`config.mk`:
```
export PLATFORM = sky130hd
export DESIGN_NAME = instr_fetch
export DESIGN_NICKNAME = d
export VERILOG_FILES = /design/src/rtl/instr_fetch_pkg.sv /design/src/rtl/instr_fetch_skid_buf.sv /design/src/rtl/instr_fetch.sv
export SDC_FILE = /design/constraint.sdc
export NUM_CORES = 1
export LEC_CHECK = 0
export CORE_UTILIZATION = 35
export CTS_BUF_LIST = sky130_fd_sc_hd__clkbuf_16
export DETAILED_ROUTE_END_ITERATION = 16
export PLACE_DENSITY = 0.74
export SLEW_MARGIN = 25
export SYNTH_ARGS = -nofsm -noshare
export SYNTH_HDL_FRONTEND = slang
export SYNTH_SLANG_ARGS = --single-unit
```
`constraint.sdc`:
```
create_clock -name clk -period 4.61 [get_ports clk]
set_input_delay 0.922 -clock clk [delete_from_list [all_inputs] [get_ports clk]]
set_output_delay 0.922 -clock clk [all_outputs]
set_load 0.03 [all_outputs]
```
`src/rtl/instr_fetch_pkg.sv`:
```
// -----------------------------------------------------------------------------
// instr_fetch_pkg
//   Shared definitions for the fetch stage and its helpers.
//   - instruction_s  : instruction word as stored in instr_mem (32 bits)
//   - fetch_state_e  : fetch sequencer state (HALT / RUN)
//   - DEFAULT_*      : default address width and PC loaded on start
// -----------------------------------------------------------------------------
package instr_fetch_pkg;

  typedef struct packed {
    logic [7:0]  opcode;
    logic [7:0]  rd;
    logic [15:0] imm;
  } instruction_s;

  typedef enum logic [0:0] {
    HALT = 1'b0,
    RUN  = 1'b1
  } fetch_state_e;

  localparam int unsigned DEFAULT_ADDR_WIDTH = 10;
  localparam int unsigned DEFAULT_RESET_PC   = 0;

endpackage

```
`src/rtl/instr_fetch_skid_buf.sv`:
```
// -----------------------------------------------------------------------------
// fetch_skid_buf
//   One-entry holding register for an {instruction, pc} pair that arrived from
//   instr_mem while decode was not accepting. Clear wins over load.
// Ports
//   clk, reset_i      clock, synchronous active-high reset (empties the buffer)
//   clear             drop the held entry
//   load              capture capture_instr/capture_pc (ignored if clear)
//   capture_instr/pc  entry to capture
//   full              an entry is held
//   instr, pc         held entry (meaningful only while full)
// -----------------------------------------------------------------------------
module fetch_skid_buf
  import instr_fetch_pkg::*;
#(
  parameter int unsigned addr_width_p = DEFAULT_ADDR_WIDTH
) (
  input  logic                    clk,
  input  logic                    reset_i,
  input  logic                    clear,
  input  logic                    load,
  input  instruction_s            capture_instr,
  input  logic [addr_width_p-1:0] capture_pc,
  output logic                    full,
  output instruction_s            instr,
  output logic [addr_width_p-1:0] pc
);

  always_ff @(posedge clk) begin
    if (reset_i)    full <= 1'b0;
    else if (clear) full <= 1'b0;
    else if (load)  full <= 1'b1;
  end

  // NOTE: the payload carries no reset; it is only observed while full is
  // set, so resetting it would add logic without changing behaviour.
  always_ff @(posedge clk) begin
    if (load && !clear) begin
      instr <= capture_instr;
      pc    <= capture_pc;
    end
  end

endmodule

```
`src/rtl/instr_fetch.sv`:
```
// -----------------------------------------------------------------------------
// instr_fetch
//   Fetch stage in front of a 1-cycle synchronous-read instr_mem. Owns the PC,
//   drives the memory address, absorbs the read latency and hands
//   {instruction, pc} to decode over valid/ready. While halted, the program
//   load port is routed straight through to the memory write port.
//
// Parameters
//   addr_width_p  PC / memory address width; PC wraps modulo 2**addr_width_p
//   reset_pc_p    PC loaded on start_i
//
// Ports
//   clk, reset_i              clock, synchronous active-high reset
//   start_i / halt_i          HALT->RUN / RUN->HALT (halt_i wins if both)
//   load_we_i/addr_i/instr_i  program write request, honoured in HALT only
//   redirect_i/redirect_pc_i  taken branch/jump and its target
//   ready_i                   decode accepts instr_o this cycle
//   imem_addr_o/wen_o/instr_o to instr_mem
//   imem_instr_i              read data from instr_mem (one cycle after addr)
//   valid_o, instr_o, pc_o    fetched instruction and its address
//
// Optional feature (macro FETCH_PERF_EN)
//   Adds fetch_cnt_o (accepted transfers) and stall_cnt_o (cycles with
//   valid_o && !ready_i). Both saturate and clear on reset_i and on start_i.
// -----------------------------------------------------------------------------
module instr_fetch
  import instr_fetch_pkg::*;
#(
  parameter int unsigned addr_width_p = DEFAULT_ADDR_WIDTH,
  parameter int unsigned reset_pc_p   = DEFAULT_RESET_PC
) (
  input  logic                    clk,
  input  logic                    reset_i,
  input  logic                    start_i,
  input  logic                    halt_i,
  input  logic                    load_we_i,
  input  logic [addr_width_p-1:0] load_addr_i,
  input  instruction_s            load_instr_i,
  input  logic                    redirect_i,
  input  logic [addr_width_p-1:0] redirect_pc_i,
  input  logic                    ready_i,
  output logic [addr_width_p-1:0] imem_addr_o,
  output logic                    imem_wen_o,
  output instruction_s            imem_instr_o,
  input  instruction_s            imem_instr_i,
  output logic                    valid_o,
  output instruction_s            instr_o,
  output logic [addr_width_p-1:0] pc_o
`ifdef FETCH_PERF_EN
  ,
  output logic [31:0]             fetch_cnt_o,
  output logic [31:0]             stall_cnt_o
`endif
);

  localparam logic [addr_width_p-1:0] reset_pc = addr_width_p'(reset_pc_p);
  localparam logic [addr_width_p-1:0] pc_step  = addr_width_p'(1);

  fetch_state_e            state;
  logic [addr_width_p-1:0] pc;
  logic                    inflight_valid;
  logic [addr_width_p-1:0] inflight_pc;

  logic                    skid_full;
  instruction_s            skid_instr;
  logic [addr_width_p-1:0] skid_pc;
  logic                    skid_load;
  logic                    skid_clear;

  logic                    running;
  logic                    live;
  logic                    stall;

  assign running = (state == RUN);

  // Something is presentable: the skid entry, or data for last cycle's issue.
  assign live = running && (skid_full || inflight_valid);

  // A redirect squashes whatever is on the output in the same cycle.
  assign valid_o = live && !redirect_i;
  assign stall   = valid_o && !ready_i;

  // In-flight data has nowhere to go but the skid when decode stalls; the
  // issue that would follow it is held back, so one entry always suffices.
  assign skid_load  = running && !skid_full && inflight_valid && !ready_i;
  assign skid_clear = !running || halt_i || redirect_i || (skid_full && ready_i);

  fetch_skid_buf #(
    .addr_width_p (addr_width_p)
  ) u_skid (
    .clk           (clk),
    .reset_i       (reset_i),
    .clear         (skid_clear),
    .load          (skid_load),
    .capture_instr (imem_instr_i),
    .capture_pc    (inflight_pc),
    .full          (skid_full),
    .instr         (skid_instr),
    .pc            (skid_pc)
  );

  // NOTE: every output is given a default before any branch so that no path
  // leaves it unassigned, which would infer a latch.
  always_comb begin
    imem_addr_o  = pc;
    imem_wen_o   = 1'b0;
    imem_instr_o = load_instr_i;
    if (!running) begin
      imem_addr_o = load_addr_i;
      imem_wen_o  = load_we_i && !reset_i;
    end else if (redirect_i) begin
      imem_addr_o = redirect_pc_i;
    end
  end

  always_comb begin
    instr_o = '0;
    pc_o    = '0;
    if (valid_o) begin
      if (skid_full) begin
        instr_o = skid_instr;
        pc_o    = skid_pc;
      end else begin
        instr_o = imem_instr_i;
        pc_o    = inflight_pc;
      end
    end
  end

  // NOTE: state registers use non-blocking assignments so every flop samples
  // values from before the edge, independent of statement order.
  always_ff @(posedge clk) begin
    if (reset_i) begin
      state          <= HALT;
      pc             <= '0;
      inflight_valid <= 1'b0;
      inflight_pc    <= '0;
    end else begin
      case (state)
        HALT: begin
          inflight_valid <= 1'b0;
          if (start_i && !halt_i) begin
            state <= RUN;
            pc    <= reset_pc;
          end
        end
        RUN: begin
          if (halt_i) begin
            state          <= HALT;
            inflight_valid <= 1'b0;
          end else if (redirect_i) begin
            inflight_valid <= 1'b1;
            inflight_pc    <= redirect_pc_i;
            pc             <= redirect_pc_i + pc_step;
          end else if (!stall) begin
            inflight_valid <= 1'b1;
            inflight_pc    <= pc;
            pc             <= pc + pc_step;
          end else begin
            // Stalled: any returning data went to the skid; nothing issued.
            inflight_valid <= 1'b0;
          end
        end
        default: state <= HALT;
      endcase
    end
  end

`ifdef FETCH_PERF_EN
  logic xfer;
  assign xfer = valid_o && ready_i;

  always_ff @(posedge clk) begin
    if (reset_i || start_i) begin
      fetch_cnt_o <= '0;
      stall_cnt_o <= '0;
    end else begin
      if (xfer && (fetch_cnt_o != 32'hFFFF_FFFF)) fetch_cnt_o <= fetch_cnt_o + 32'd1;
      if (stall && (stall_cnt_o != 32'hFFFF_FFFF)) stall_cnt_o <= stall_cnt_o + 32'd1;
    end
  end
`endif

endmodule
```
Yosys cells after proc, flatten, opt, wreduce, memory -nomap -nowiden. Cells that the tools add are included.

Flip-flop bits (word level): 65. Input bits: 91.

Mux-type cells: 21. Reductions and logical operators: 24. $add $sub $neg: 2. Bitwise logic cells: 2. Equality and inequality tests: 4.

Operators with widths (count): $mux 10 (10); $mux 32 (2); $add 10x1->10 const B (2); $pmux 10 s2 (1); $logic_and 1x1->1 (10); $logic_not 1->1 (7); $mux 1 (6); $ne 2x2->1 const B (3); $reduce_and 3->1 (2); $logic_or 1x1->1 (4); $pmux 1 s2 (2); $ne 3x3->1 const B (1); $not 1->1 (2); $reduce_or 2->1 (1).

Longest topological paths before layout. Gate-level depths: netlist of run 1.

Word-level depth: 8. Mapped depth: 9. Mapped depth without buffers: 7.

Modules after synthesis. From an unflattened synthesis of run 1, not the netlist that was laid out.

Cells, all modules: 320. Area total of the unflattened synthesis: 3397.0 um^2.

By module, submodules not included: instr_fetch (times used 1, cells an instance 274, area an instance 2098.3 um^2); fetch_skid_buf (times used 1, cells an instance 46, area an instance 1298.7 um^2).

Worst setup path before layout of run 1. Ideal clock, no wire load.

Path type: input to output. Start: in redirect_i. End: out instr_o[10] (netlist name). Arrival: 2061 ps. Setup slack: 1627 ps. Stages on the path: 5. Path through: buf_6 > nor2b_1 > nand2_1 > clkbuf_1 > nor2_1.

RTL lines: start: declaration (RTL line instr_fetch.sv:39) `input logic redirect_i,`; end: declaration (RTL line instr_fetch.sv:47) `output instruction_s instr_o,`.

Final worst setup path of run 1.
Start: in redirect_i. End: out imem_addr_o[0].

Word-level cells in the longest chain between the ends: 2.

Ends and longest elaborated chain: $mux 10 (RTL line instr_fetch.sv:111) `end else if (redirect_i) begin`; $mux 10 (RTL line instr_fetch.sv:108) `if (!running) begin`; end: declaration (RTL line instr_fetch.sv:42) `output logic [addr_width_p-1:0] imem_addr_o,`.

No other way between the ends.

==> reports/summary.txt, run 1 <==
post-place setup slack: 0.647 ns
Slew Limit Headroom: 39.4%
DR WL met2: 3.96 mm
FF/Latch Area: 1720 µm²
hold path start: inflight_pc[7]
Antenna Cells: 0
hold path endpoint: u_skid.pc[7]
asr flop ratio synth: 0%
die width: 103 µm
die height: 103 µm
initial antenna violation count: 0
worst hold path type: reg -> reg
Crit path buffers/inverters: 3
most frequent cells after synthesis: 66 x nor2_1, 52 x mux2i_1, 42 x edfxtp_1, 32 x buf_4, 23 x dfxtp_1
Initial Utilization: 36.4%
top layer used by detailed routing: met4
Final Skew: 0.00491 ns
DR pass1 iterations: 4
H-Tree Depth: 3
dpl cells: 540
CTS buffer count: 9
clk buf depth: 2
CP peak stage delay: 0.81 ns
startpoint class of the critical path: input pin
fin crit share: 86.5%
Area contributors post-synth: edfxtp_1 35%, mux2i_1 15%, dfxtp_1 13%
number of global-route vias before repair: 2725
cell mode on critical path: clkdlybuf4s50_1
Reg clk slew, reported paths: 0.06 ns
worst slew pin tran: 0.908 ns
full die area: 10600 µm²
area share of the largest cell type after synthesis: 35.3%
clk_lat worst skew: 0.32 ns
core area: 9820 µm²
post-CTS setup buffers: 0
Final #Nets: 511
average routed wire per standard cell: 15.9 µm
CP Depth: 5
Slowest-stage cell, CP: clkdlybuf4s50_1
Max Slew Vio Count: 0
1st-iter DRT viols: 142
first-pass GRT wire length: 13.4 mm
gr usage total: 16.9%
post-CTS resize count: 0
vias after detailed routing: 2877
Yosys top cell by area: edfxtp_1
# port buffers: 112
Max Cap Viol: 0
Netlist cell types: 48
Req. time, crit path: 3.69 ns
fin util: 49.3%
fin cells: 557
maximum VDD drop: 0.000196 V
sequential-to-total area share from yosys stat: 48.1%
crit path time final: 3.99 ns
FF-to-FF End: u_skid.pc[0]
number of routed nets with antenna violations: 0
r2r startpoint: running
share of cells above drive strength 1: 17.9%
Area Overhead vs Synth: 35.4%
final setup margin: 0.623 ns
hold depth: 0
clock root buffer: clkbuf_16
Final setup viols: 0
#FFs+latches synth: 65
Via density: 5.17
Fmax: 251 MHz
final hold viol count: 0
syn_area_per_cell: 10.6 µm²
top_reg_cell synth: edfxtp_1
Core Rows: 36
CP Cell Sequence: clkdlybuf4s50_1 -> buf_4 -> mux2i_1 -> a21oi_1 -> clkdlybuf4s50_1
Arrival @ worst endpoint: 3.07 ns
area of the multi-input gates: 1490 µm²
GPL Wtd Cong: 0.847
CTS tree: yes
Sinks on Clock Net: 65
Setup TNS: 0 ns
synthesized area: 3580 µm²
Yosys warning count: 0
R2R setup slack: 2.24 ns
status: finished clean
RSZ-0062 raised after global routing: no
delay-heaviest family, CP: buffers and inverters
Worst Reg-to-Reg Cells: 3
top-count cell post-synth: nor2_1
syn_nets: 430
Routed WL: 8.84 mm
leakage power: 1.73 nW
Hold-fix buffers, CTS: 0
M1 wire length: 3.93 mm
crit-path max FO: 13
DP HPWL: 6.35 mm
global route overflow: 0
Ports: 177
Post-Syn Instances: 338
CP endpoint kind: output pin
met3 wire len: 767 µm
largest net degree at the start of global routing: 45
critical path class: in -> out
DRC: 0
Post-synth EDFFs: 42
P per Cell Area: 312 nW/µm²
Fillers: 909
[area by class of cell]
| type | count | area share (%) |
|---|---|---|
| clock buffer | 9 | 4.65 |
| timing repair buffer | 122 | 23.2 |
| clock inverter | 7 | 1.91 |
| sequential | 65 | 35.6 |
| tap | 133 | 3.44 |
| multi-input combinational | 214 | 30.7 |
| inverter | 7 | 0.543 |
[cells in the final DEF (no fill, tap or decap), types with 2 or more instances in the layout]
cell,netlist,layout
or4_1,3,3
inv_1,7,7
or2_1,3,3
a22o_1,3,3
xnor2_1,4,4
dfxtp_1,23,22
clkinvlp_4,0,2
nor2_1,66,66
a32o_1,3,3
bufinv_16,0,2
a21boi_0,3,3
a2111oi_0,4,4
o31ai_1,2,2
nand4_1,2,2
nand2b_1,3,3
clkdlybuf4s50_1,0,69
edfxtp_1,42,42
mux2i_1,52,52
a21oi_1,15,15
buf_4,32,51
o211ai_1,2,2
nand3b_1,3,3
nand3_1,7,7
a211oi_1,9,9
clkbuf_16,0,9
nand2_1,7,7
[worst reg2reg max path, stage by stage, from the launching register on]
cell and delay, ns:
dfxtp_1 0.91, nor2b_1 0.34, and4b_2 0.58, buf_16 0.24
[metrics by stage]
step | total power, mW | hold slack (ns) | cell area [µm²]
finish | 1.51 | 0.456 | 4840
global route | 1.56 | 0.481 | 4840
CTS | 1.52 | 0.460 | 4810
detailed placement | 0.803 | 0.449 | 4500
global placement | 0.801 | 0.446 | 4500
floorplan | 0.766 | 0.430 | 3580
[how the worst max path moves through the flow]
stage	from	endpoint	slack (ns)
floorplan	redirect_i	instr_o[10]	1.63
global placement	redirect_i	imem_addr_o[1]	0.68
detailed placement	redirect_i	imem_addr_o[1]	0.65
CTS	redirect_i	imem_addr_o[1]	0.65
global route	redirect_i	imem_addr_o[0]	0.50
finish	redirect_i	imem_addr_o[0]	0.62
[per-layer routing]
metal / vias to the layer above / GRT usage [%]
met3: 23 / 4.47
met2: 138 / 27.0
met1: 1354 / 21.0
met4: 0 / 8.67
li1: 1362 / -
met5: - / 0
[where the power goes]
group / internal (mW) / switching, mW
clock: 0.472 / 0.249
sequential: 0.624 / 0.00740
combinational: 0.0846 / 0.0756
[sequential cells by signal (all words and copies together), names as in the netlist]
register,cells
inflight_pc,10
inflight_valid,1
pc,10
running,1
u_skid.full,1
u_skid.instr,32
u_skid.pc,10
[cells by family after synthesis]
family / Yosys count / share of synthesized area [%]
buf+inv: 59 / 10.3
flops: 65 / 48.1
compound gates: 53 / 11.7
xor+xnor: 4 / 0.980
fa+ha+maj: 1 / 0.350
mux: 52 / 14.6
simple gates: 104 / 14.0
Note: power is estimated with default switching activity, not from simulation.
==> run 2: changes to the inputs <==
- ABC_AREA: unset -> 1
==> reports/summary.txt, run 2 <==
status: finished clean (unchanged)
placed cell areas: 4480 µm² (was 4500 µm²)
post-CTS setup buffers: 0 (unchanged)
CP peak stage delay: 0.71 ns (was 0.81 ns)
Netlist cell types: 32 (was 48)
Max Slew Vio Count: 0 (unchanged)
CTS buffer count: 9 (unchanged)
worst hold slack: 0.426 ns (was 0.456 ns)
post-synthesis adder-cell area fraction: 0.353% (was 0.350%)
Final setup viols: 0 (unchanged)
synthesized area: 3550 µm² (was 3580 µm²)
area of the multi-input gates: 1370 µm² (was 1490 µm²)
Ports: 177 (unchanged)
clk_lat worst skew: 0.33 ns (was 0.32 ns)
asr flop ratio synth: 0% (unchanged)
# port buffers: 112 (unchanged)
P per Cell Area: 298 nW/µm² (was 312 nW/µm²)
final instance area: 4760 µm² (was 4840 µm²)
Core Rows: 36 (unchanged)
share of cells above drive strength 1: 21.2% (was 17.9%)
CP endpoint kind: output pin (unchanged)
clk buf depth: 2 (unchanged)
crit path time final: 3.84 ns (was 3.99 ns)
worst hold path type: reg -> reg (unchanged)
max reg flops: 32 (unchanged)
maximum VDD drop: 0.000146 V (was 0.000196 V)
Final #Nets: 591 (was 511)
Final Skew: 0.00595 ns (was 0.00491 ns)
Reg clk slew, reported paths: 0.05 ns (was 0.06 ns)
Hold-fix buffers, CTS: 0 (unchanged)
largest net degree at the start of global routing: 54 (was 45)
CTS tree: yes (unchanged)
RSZ-0062 raised after global routing: no (unchanged)
full die area: 10500 µm² (was 10600 µm²)
vias after detailed routing: 2995 (was 2877)
1st-iter DRT viols: 105 (was 142)
post-synthesis mux area share: 0% (was 14.6%)
syn_nets: 516 (was 430)
Area Overhead vs Synth: 34.1% (was 35.4%)
Top reg by flops: u_skid.instr (unchanged)
Slowest-stage cell, CP: clkdlybuf4s50_1 (unchanged)
crit-path max FO: 14 (was 13)
die width: 103 µm (about the same)
DR pass1 iterations: 5 (was 4)
fin crit share: 83.3% (was 86.5%)
Worst Reg-to-Reg Cells: 5 (was 3)
most common cell after layout, fill and taps aside: nand2_1 (was clkdlybuf4s50_1)
critical path class: in -> out (unchanged)
Area contributors post-synth: edfxtp_1 36%, dfxtp_1 13%, nand2_1 12% (was edfxtp_1 35%, mux2i_1 15%, dfxtp_1 13%)
Yosys top cell by area: edfxtp_1 (unchanged)
post-synthesis simple-gate area fraction: 24.3% (was 14.0%)
clock root buffer: clkbuf_16 (unchanged)
H-Tree Depth: 3 (unchanged)
core area: 9820 µm² (unchanged)
Post-synth EDFFs: 42 (unchanged)
final hold viol count: 0 (unchanged)
Req. time, crit path: 3.69 ns (about the same)
gr usage total: 16.0% (was 16.9%)
Post-Syn Instances: 424 (was 338)
main combinational cell family by area after synthesis: simple AND/OR/NAND/NOR gates (was multiplexers)
Routed WL: 8.36 mm (was 8.84 mm)
Antenna Cells: 0 (unchanged)
worst slew pin tran: 0.584 ns (was 0.908 ns)
global route overflow: 0 (unchanged)
sequential-to-total area share from yosys stat: 48.5% (was 48.1%)
DRC: 0 (unchanged)
startpoint class of the critical path: input pin (unchanged)
CP Cell Sequence: clkdlybuf4s50_1 -> inv_2 -> nand2_1 -> nand2_1 -> inv_1 -> o21ai_0 -> clkdlybuf4s50_1 (was clkdlybuf4s50_1 -> buf_4 -> mux2i_1 -> a21oi_1 -> clkdlybuf4s50_1)
average routed wire per standard cell: 13.1 µm (was 15.9 µm)
Slew Limit Headroom: 61.0% (was 39.4%)
most frequent cells after synthesis: 111 x nand2_1, 58 x a21oi_1, 42 x edfxtp_1, 32 x buf_4, 32 x nor2_1 (was 66 x nor2_1, 52 x mux2i_1, 42 x edfxtp_1, 32 x buf_4, 23 x dfxtp_1)
Initial Utilization: 36.1% (was 36.4%)
Max Cap Viol: 0 (unchanged)
hold depth: 0 (unchanged)
top-count cell post-synth: nand2_1 (was nor2_1)
die height: 103 µm (about the same)
Setup TNS: 0 ns (unchanged)
leakage power: 1.91 nW (was 1.73 nW)
top_reg_cell synth: edfxtp_1 (unchanged)
area share of the largest cell type after synthesis: 35.6% (was 35.3%)
GPL Wtd Cong: 0.887 (was 0.847)
post-CTS resize count: 0 (unchanged)
Via density: 4.70 (was 5.17)
Yosys warning count: 0 (unchanged)
number of routed nets with antenna violations: 0 (unchanged)
Arrival @ worst endpoint: 2.92 ns (was 3.07 ns)
syn_area_per_cell: 8.37 µm² (was 10.6 µm²)
most frequent cells in the layout: 111 x nand2_1, 70 x clkdlybuf4s50_1, 58 x a21oi_1 (was 69 x clkdlybuf4s50_1, 66 x nor2_1, 52 x mux2i_1)
number of global-route vias before repair: 2720 (was 2725)
Sinks on Clock Net: 65 (unchanged)
FF/Latch Area: 1720 µm² (unchanged)
first-pass GRT wire length: 12.8 mm (was 13.4 mm)
Synth Area in Compound Gates: 13.4% (was 11.7%)
Synth Area in XOR/XNOR: 0% (was 0.980%)
Fillers: 962 (was 909)
Fmax: 260 MHz (was 251 MHz)
#FFs+latches synth: 65 (unchanged)
initial antenna violation count: 0 (unchanged)
DP HPWL: 5.78 mm (was 6.35 mm)
[run 2: layout make-up]
class                   instances  share of cell area [%]
inverters                      31                    2.50
clock inverters                 7                    1.16
repair buffers                117                    23.2
clock buffers                   9                    4.73
multi-input cells             275                    28.7
flip-flops and latches         65                    36.2
well taps                     133                    3.50
[run 2: power by group]
group          total, mW  internal (mW)  switching [mW]
Clock              0.630          0.368           0.262
Sequential         0.629          0.624         0.00481
Combinational      0.159         0.0788          0.0802
Total               1.42           1.07           0.347
[run 2: path summary, 6_finish.rpt]
kind | startpoint | to | slack, ns
max reg2reg | running | u_skid.instr[2] | 2.25
min | inflight_pc[9] | u_skid.pc[9] | 0.43
min reg2reg | inflight_pc[9] | u_skid.pc[9] | 0.43
max | redirect_i | imem_addr_o[3] | 0.77
[run 2: per-stage QoR]
step	setup slack [ns]	instances	total power [mW]	utilization (%)
after global routing	0.598	637	1.47	48.5
after floorplan	1.25	424	0.770	-
after global placement	0.867	621	0.797	45.6
after CTS	0.752	637	1.43	48.5
final	0.770	637	1.42	48.5
after detailed placement	0.775	621	0.800	45.6
[run 2: critical path: cells and delay by family]
family / cells / cell delay, ns
compound gates: 1 / 0.18
buf+inv: 4 / 1.53
simple gates: 2 / 0.30
[run 2: kinds of logic (layout without fill, tap and decap cells)]
family                   after synthesis  after routing
adder cells (fa/ha/maj)                1              1
buffers and inverters                 84            164
AO/OA/AOI/OAI                         88             88
flip-flops                            65             65
AND/OR/NAND/NOR                      186            186
[run 2: per-layer routing]
metal / share of wire (%) / wire, µm / vias to the layer above / GRT usage, %
met2: 45 / 3780 / 116 / 26.2
met3: 6.6 / 555 / 18 / 3.12
met5: 0 / 0 / - / 0
met4: 2.2 / 181 / 0 / 8.13
li1: - / - / 1509 / -
met1: 46 / 3840 / 1352 / 20.2
